## config.mk

```make
export PLATFORM = sky130hd
export DESIGN_NAME = pio_ctrl
export DESIGN_NICKNAME = d
export VERILOG_FILES = /design/src/rtl/pio_pkg.sv /design/src/rtl/sm_restart_seq.sv /design/src/rtl/pio_ctrl.sv
export SDC_FILE = /design/constraint.sdc
export NUM_CORES = 1
export LEC_CHECK = 0
export BUFFER_PORTS_ARGS = -buffer_cell sky130_fd_sc_hd__buf_4
export CORE_ASPECT_RATIO = 0.5
export CORE_UTILIZATION = 58
export CTS_CLUSTER_SIZE = 25
export DETAILED_ROUTE_END_ITERATION = 12
export PLACE_DENSITY = 0.95
export RECOVER_POWER = 100
export SYNTH_ARGS = -nofsm -noshare
export SYNTH_HDL_FRONTEND = slang
export SYNTH_SLANG_ARGS = --single-unit
```

## constraint.sdc

```tcl
create_clock -name clk -period 27 [get_ports clk]
set_input_delay 4.05 -clock clk [delete_from_list [all_inputs] [get_ports clk]]
set_output_delay 4.05 -clock clk [all_outputs]
set_load 0.005 [all_outputs]
```

## src/rtl/pio_pkg.sv

```systemverilog
// rtl/pio_pkg.sv - register map, field positions and restart FSM encoding for pio_ctrl
package pio_pkg;

  localparam logic [7:0] ADDR_CTRL       = 8'h00;
  localparam logic [7:0] ADDR_STATUS     = 8'h01;
  localparam logic [7:0] ADDR_SM_BASE    = 8'h08;
  localparam logic [7:0] ADDR_SM_END     = 8'h18;
  localparam logic [7:0] ADDR_INSTR_BASE = 8'h20;

  localparam int SM_STRIDE = 4;
  localparam logic [1:0] OFF_CLKDIV   = 2'd0;
  localparam logic [1:0] OFF_EXECCTRL = 2'd1;
  localparam logic [1:0] OFF_PINCTRL  = 2'd2;

  localparam int CTRL_ENABLE_LSB  = 0;
  localparam int CTRL_RESTART_LSB = 4;

  localparam int EXEC_PSTART_LSB = 0;
  localparam int EXEC_PEND_LSB   = 5;
  localparam int EXEC_JMP_LSB    = 10;
  localparam int EXEC_SHIFT_BIT  = 15;

  localparam int PIN_OUT_BASE_LSB  = 0;
  localparam int PIN_OUT_CNT_LSB   = 5;
  localparam int PIN_SET_BASE_LSB  = 8;
  localparam int PIN_SET_CNT_LSB   = 13;
  localparam int PIN_IN_BASE_LSB   = 16;
  localparam int PIN_IN_CNT_LSB    = 21;
  localparam int PIN_SIDE_BASE_LSB = 24;
  localparam int PIN_SIDE_CNT_LSB  = 29;

  localparam logic [23:0] CLKDIV_RESET = 24'd1;
  localparam logic [15:0] EXEC_RESET   = 16'h03E0;

  typedef enum logic [1:0] {
    RST_IDLE    = 2'd0,
    RST_HOLD    = 2'd1,
    RST_RELEASE = 2'd2
  } restart_state_t;

  // A divider of 0 would stall the machine, so it is stored as 1.
  function automatic logic [23:0] clkdiv_sanitize(input logic [23:0] v);
    return (v == 24'd0) ? 24'd1 : v;
  endfunction

  function automatic logic is_instr_addr(input logic [7:0] a);
    return a[7:5] == ADDR_INSTR_BASE[7:5];
  endfunction

endpackage

```

## src/rtl/sm_restart_seq.sv

```systemverilog
// rtl/sm_restart_seq.sv - per-machine restart sequencer: hold reset, one release cycle, back to idle
module sm_restart_seq
  import pio_pkg::*;
#(
  parameter int RESET_CYCLES = 2
) (
  input  logic i_clk,
  input  logic i_rst,
  input  logic i_start,
  output logic o_idle,
  output logic o_busy,
  output logic o_sm_reset
);

  localparam logic [3:0] CNT_LOAD = 4'(RESET_CYCLES - 1);

  restart_state_t r_state;
  restart_state_t w_state_nxt;
  logic [3:0]     r_cnt;
  logic [3:0]     w_cnt_nxt;

  always_ff @(posedge i_clk or posedge i_rst) begin
    if (i_rst) begin
      r_state <= RST_IDLE;
      r_cnt   <= 4'd0;
    end else begin
      r_state <= w_state_nxt;
      r_cnt   <= w_cnt_nxt;
    end
  end

  // Start requests outside IDLE are dropped so a sequence can never be stretched.
  always_comb begin
    w_state_nxt = r_state;
    w_cnt_nxt   = r_cnt;
    o_idle      = 1'b0;
    o_busy      = 1'b1;
    o_sm_reset  = 1'b0;
    case (r_state)
      RST_IDLE: begin
        o_idle = 1'b1;
        o_busy = 1'b0;
        if (i_start) begin
          w_state_nxt = RST_HOLD;
          w_cnt_nxt   = CNT_LOAD;
        end
      end
      RST_HOLD: begin
        o_sm_reset = 1'b1;
        if (r_cnt == 4'd0) w_state_nxt = RST_RELEASE;
        else               w_cnt_nxt   = r_cnt - 4'd1;
      end
      RST_RELEASE: w_state_nxt = RST_IDLE;
      default:     w_state_nxt = RST_IDLE;
    endcase
  end

endmodule

```

## src/rtl/pio_ctrl.sv

```systemverilog
// rtl/pio_ctrl.sv - PIO host register file, machine enables/restarts and instruction write port
module pio_ctrl
  import pio_pkg::*;
#(
  parameter int NUM_SM       = 4,
  parameter int RESET_CYCLES = 2
) (
  input  logic                 clk,
  input  logic                 reset,
  input  logic                 bus_cs,
  input  logic                 bus_we,
  input  logic [7:0]           bus_addr,
  input  logic [31:0]          bus_wdata,
  output logic [31:0]          bus_rdata,
  output logic                 bus_ack,
  output logic                 imem_we,
  output logic [4:0]           imem_waddr,
  output logic [15:0]          imem_wdata,
  output logic [NUM_SM-1:0]    sm_en,
  output logic [NUM_SM-1:0]    sm_reset,
  output logic [NUM_SM*24-1:0] sm_div,
  output logic [NUM_SM*5-1:0]  sm_pstart,
  output logic [NUM_SM*5-1:0]  sm_pend,
  output logic [NUM_SM*5-1:0]  sm_jmp_pin_sel,
  output logic [NUM_SM-1:0]    sm_shift_dir,
  output logic [NUM_SM*5-1:0]  sm_out_base,
  output logic [NUM_SM*5-1:0]  sm_set_base,
  output logic [NUM_SM*5-1:0]  sm_in_base,
  output logic [NUM_SM*5-1:0]  sm_side_base,
  output logic [NUM_SM*3-1:0]  sm_out_count,
  output logic [NUM_SM*3-1:0]  sm_set_count,
  output logic [NUM_SM*3-1:0]  sm_in_count,
  output logic [NUM_SM*3-1:0]  sm_side_count
);

  logic [NUM_SM-1:0] r_enable;
  logic [23:0]       r_div  [NUM_SM];
  logic [15:0]       r_exec [NUM_SM];
  logic [31:0]       r_pin  [NUM_SM];

  logic        r_ack;
  logic [31:0] r_rdata;
  logic        r_imem_we;
  logic [4:0]  r_imem_waddr;
  logic [15:0] r_imem_wdata;

  logic              w_wr;
  logic              w_rd;
  logic              w_ctrl_wr;
  logic              w_imem_hit;
  logic              w_sm_hit;
  logic [1:0]        w_sm_idx;
  logic [1:0]        w_sm_off;
  logic [31:0]       w_rd_data;
  logic [NUM_SM-1:0] w_restart_start;
  logic [NUM_SM-1:0] w_idle;
  logic [NUM_SM-1:0] w_busy;
  logic [NUM_SM-1:0] w_sm_reset;

  assign w_wr       = bus_cs & bus_we;
  assign w_rd       = bus_cs & ~bus_we;
  assign w_ctrl_wr  = w_wr & (bus_addr == ADDR_CTRL);
  assign w_imem_hit = w_wr & is_instr_addr(bus_addr);
  assign w_sm_hit   = (bus_addr >= ADDR_SM_BASE) && (bus_addr < ADDR_SM_END);
  // Within 0x08..0x17, addr[4:2] runs 2..5, so {addr[4], addr[2]} is the machine index.
  assign w_sm_idx   = {bus_addr[4], bus_addr[2]};
  assign w_sm_off   = bus_addr[1:0];

  always_ff @(posedge clk or posedge reset) begin
    if (reset) begin
      r_enable <= '0;
      for (int i = 0; i < NUM_SM; i++) begin
        r_div[i]  <= CLKDIV_RESET;
        r_exec[i] <= EXEC_RESET;
        r_pin[i]  <= 32'd0;
      end
    end else if (w_wr) begin
      if (bus_addr == ADDR_CTRL) r_enable <= bus_wdata[CTRL_ENABLE_LSB +: NUM_SM];
      if (w_sm_hit) begin
        case (w_sm_off)
          OFF_CLKDIV:   r_div[w_sm_idx]  <= clkdiv_sanitize(bus_wdata[23:0]);
          OFF_EXECCTRL: r_exec[w_sm_idx] <= bus_wdata[15:0];
          OFF_PINCTRL:  r_pin[w_sm_idx]  <= bus_wdata;
          default: ;
        endcase
      end
    end
  end

  always_comb begin
    w_rd_data = 32'd0;
    if (bus_addr == ADDR_CTRL) begin
      w_rd_data[CTRL_ENABLE_LSB +: NUM_SM] = r_enable;
    end else if (bus_addr == ADDR_STATUS) begin
      w_rd_data[NUM_SM-1:0] = w_busy;
    end else if (w_sm_hit) begin
      case (w_sm_off)
        OFF_CLKDIV:   w_rd_data = {8'd0, r_div[w_sm_idx]};
        OFF_EXECCTRL: w_rd_data = {16'd0, r_exec[w_sm_idx]};
        OFF_PINCTRL:  w_rd_data = r_pin[w_sm_idx];
        default:      w_rd_data = 32'd0;
      endcase
    end
  end

  // Every request is acked next cycle; rdata is forced to 0 outside a read ack.
  always_ff @(posedge clk or posedge reset) begin
    if (reset) begin
      r_ack        <= 1'b0;
      r_rdata      <= 32'd0;
      r_imem_we    <= 1'b0;
      r_imem_waddr <= 5'd0;
      r_imem_wdata <= 16'd0;
    end else begin
      r_ack        <= bus_cs;
      r_rdata      <= w_rd ? w_rd_data : 32'd0;
      r_imem_we    <= w_imem_hit;
      r_imem_waddr <= w_imem_hit ? bus_addr[4:0] : 5'd0;
      r_imem_wdata <= w_imem_hit ? bus_wdata[15:0] : 16'd0;
    end
  end

  assign bus_ack    = r_ack;
  assign bus_rdata  = r_rdata;
  assign imem_we    = r_imem_we;
  assign imem_waddr = r_imem_waddr;
  assign imem_wdata = r_imem_wdata;

  for (genvar g = 0; g < NUM_SM; g++) begin : g_sm
    assign w_restart_start[g] = w_ctrl_wr & bus_wdata[CTRL_RESTART_LSB + g];

    sm_restart_seq #(
      .RESET_CYCLES(RESET_CYCLES)
    ) u_restart (
      .i_clk      (clk),
      .i_rst      (reset),
      .i_start    (w_restart_start[g]),
      .o_idle     (w_idle[g]),
      .o_busy     (w_busy[g]),
      .o_sm_reset (w_sm_reset[g])
    );

    assign sm_div[g*24 +: 24]        = r_div[g];
    assign sm_pstart[g*5 +: 5]       = r_exec[g][EXEC_PSTART_LSB +: 5];
    assign sm_pend[g*5 +: 5]         = r_exec[g][EXEC_PEND_LSB +: 5];
    assign sm_jmp_pin_sel[g*5 +: 5]  = r_exec[g][EXEC_JMP_LSB +: 5];
    assign sm_shift_dir[g]           = r_exec[g][EXEC_SHIFT_BIT];
    assign sm_out_base[g*5 +: 5]     = r_pin[g][PIN_OUT_BASE_LSB +: 5];
    assign sm_out_count[g*3 +: 3]    = r_pin[g][PIN_OUT_CNT_LSB +: 3];
    assign sm_set_base[g*5 +: 5]     = r_pin[g][PIN_SET_BASE_LSB +: 5];
    assign sm_set_count[g*3 +: 3]    = r_pin[g][PIN_SET_CNT_LSB +: 3];
    assign sm_in_base[g*5 +: 5]      = r_pin[g][PIN_IN_BASE_LSB +: 5];
    assign sm_in_count[g*3 +: 3]     = r_pin[g][PIN_IN_CNT_LSB +: 3];
    assign sm_side_base[g*5 +: 5]    = r_pin[g][PIN_SIDE_BASE_LSB +: 5];
    assign sm_side_count[g*3 +: 3]   = r_pin[g][PIN_SIDE_CNT_LSB +: 3];
  end

  // Enable stays masked for the whole restart, including the release cycle.
  assign sm_en    = r_enable & w_idle;
  assign sm_reset = w_sm_reset;

endmodule

```

==> metrics.cfg <==
[worst_setup_path]
critical_path.startpoint_type=input pin
critPathMaxFanout=142
critPathKind=in2async
cp-end-kind=asynchronous set/reset pin
critical_path_arrival_ps=14080
required_ps=26510

[cells_and_area]
multi_input_area_sq_um=6520
fin_nets=1488
area_growth_pct=21.5
antenna_cells=0
seq_area_sq_um=9310
n_fill_cell=1859
drive_above_1_share_pct=41.0

[min_path]
hold_class=reg2reg

[clocking]
clk_transition_reported_paths_ps=70
postCtsSetupRepairBufs=0
clock-root-buffer=clkbuf_16
cts_hold_buffers=0
clock_sinks=371
cts_resized=0
worstSkewPairLatency_ps=530
cts_htree_levels=2
clock_path_buffers=3
cts_tree=built
cts-buffers-inserted=35

[timing]
finalCriticalPeriod_ps=14570
finalCritPeriodShare_pct=54.0
hold_violations=0
setup_viol=0
rsz0062_at_grt=false
worst_pin_slew_ps=6180
max_freq_mhz=68.6
finClkSkew_ps=22.0
drv_slew=719
fin_setup_tns_ps=0
maxSlewHeadroom_pct=-312

[global_routing]
grtUsageTotal_pct=36.4
grt_pass1_wl_um=77600
grt_antenna_before_repair=0
grt_max_degree=143
gr-total-overflow=0
grt_pass1_vias=12102

[placement]
gp_congestion=0.915
dp_hpwl_um=34100
io_buffers=394

[synthesis]
yosys-top-cells-count=dfrtp_1 (347), mux2_2 (202), mux2_1 (71), mux4_2 (70), buf_2 (31)
netlist.top_cell.by_area=dfrtp_1
avgSynthCellArea_sq_um=15.3
synthesis.nets=1126
synth_area_sq_um=16500
synthArstFlopShare_pct=100
synth_area_leaders=dfrtp_1 (53%), mux2_2 (14%), mux4_2 (9.6%)
synth_ff_type=dfrtp_1
synth_top_area_share_pct=52.7
ys_ff_latch=371
ys_seq_area_share_pct=56.5
yosysMostFrequentCell=dfrtp_1
synth-edff-count=0
yosysWarnings=0
postSynthCellCount=1074
ys_types=55

[route]
via_per_inst=6.52
ant_nets=0
vias=12019
drtIter0Drc=1241
wl_um=52400
wire_per_inst_um=28.4
first_pass_iters=6
drc=0

[run]
cap_viol_max_count=16

[floorplanning]
dieArea_sq_um=29100
core-area_sq_um=27800
die_height_um=121
initial_core_util_pct=59.3
die_x_um=240
core.rowCount=43
ios=395

[pwr]
vdd_ir_drop_max_mv=0.0566
p_comb_share_pct=9.2
power_frac_clock_pct=41.5
leakage_uw=0.00981
power.internal_uw=911
power_uw=1210
power_density_nw_per_um2=60.2
power_switching_uw=294
p_seq_share_pct=49.3
swShare_pct=24.4

[run_status]
violations=max-capacitance violations, max-slew violations
status=finished, violations left

## kinds of logic (layout without fill, tap and decap cells)
family / Yosys count / count (layout) / synth area share, %
mux: 384 / 384 / 31.5
flops: 371 / 371 / 56.5
simple gates: 151 / 151 / 5.76
buf+inv: 91 / 478 / 2.90
compound gates: 66 / 66 / 2.60
fa+ha+maj: 8 / 8 / 0.607
xor+xnor: 3 / 3 / 0.159
## final timing paths
path / startpoint / slack (ps) / cells past startpoint / end
worst max-delay path: reset / 12430 / 4 / sm_side_base[14]
min in group asynchronous: reset / 5420 / 2 / imem_wdata[6]
worst min register to register: sm_pstart[10] / 520 / 1 / sm_pstart[10]
max in group clk: bus_addr[4] / 14810 / 5 / sm_pend[15]
worst min-delay path: sm_pstart[10] / 520 / 1 / sm_pstart[10]
worst max register to register: g_sm[3].u_restart.r_cnt[0] / 24960 / 6 / g_sm[3].u_restart.r_cnt[0]
## worst max-delay path, cell delays in order
cell        delay [ps]
clkbuf_4           110
clkinvlp_2        3360
clkbuf_1          2800
clkbuf_1          3460
## area by class of cell
type / instances / share of cell area [%]
clock buffer: 52 / 5.21
clock inverter: 10 / 0.544
sequential: 371 / 46.5
tap: 382 / 2.39
inverter: 12 / 0.231
timing repair buffer: 404 / 12.5
multi-input combinational: 612 / 32.6
## cells in the final DEF (no fill, tap or decap), drive strengths merged, types with 5 or more instances in the layout
cell type  Yosys  routed
dfrtp        347     347
a21oi         19      19
dfstp         24      24
a31oi         14      14
nor3           8       8
nand3         15      15
mux2i         16      16
nand2         25      25
clkbuf        26     385
and3           5       5
nor2          24      24
mux4          70      70
a22oi         12      12
inv           12      11
buf           53      71
nor4           7       7
ha             8       8
and2          25      25
nor2b         21      21
mux2         298     298
clkinv         0       6
## flip-flops by register name, indices dropped and copies added, names as in the netlist, 16 cells and up
register	flops
sm_div	96
bus_rdata	32
sm_in_base	20
sm_jmp_pin_sel	20
sm_out_base	20
sm_pend	20
sm_pstart	20
sm_set_base	20
sm_side_base	20
g_sm.u_restart.r_cnt	16
imem_wdata	16
## through the flow
| step | util (%) | cell area (sq um) | cells | setup slack, ps | hold WS (ps) |
|---|---|---|---|---|---|
| after floorplan | - | 16500 | 1074 | 12690 | 489 |
| after global placement | 70.5 | 19600 | 1781 | 19790 | 496 |
| after detailed placement | 70.5 | 19600 | 1781 | 19690 | 504 |
| after CTS | 74.6 | 20800 | 1843 | 20220 | 524 |
| after global routing | 72.0 | 20000 | 1843 | 10440 | 540 |
| final | 72.0 | 20000 | 1843 | 12430 | 523 |
## power groups by stage
stage               combinational [uW]  sequential (uW)  clock, uW
floorplan                         62.6              600          0
global placement                   107              601          0
global route                       119              595        524
detailed placement                 114              603          0
finish                             111              594        500
CTS                                116              594        501
## per-layer routing
layer | track usage, % | vias to the layer above | wire length, um
met3 | 7.42 | 246 | 4320
met4 | 18.8 | 0 | 3220
met1 | 48.2 | 6258 | 19600
met5 | 0 | - | 0
li1 | - | 4680 | -
met2 | 57.6 | 835 | 25200
Power figures use the tool's default switching activity.
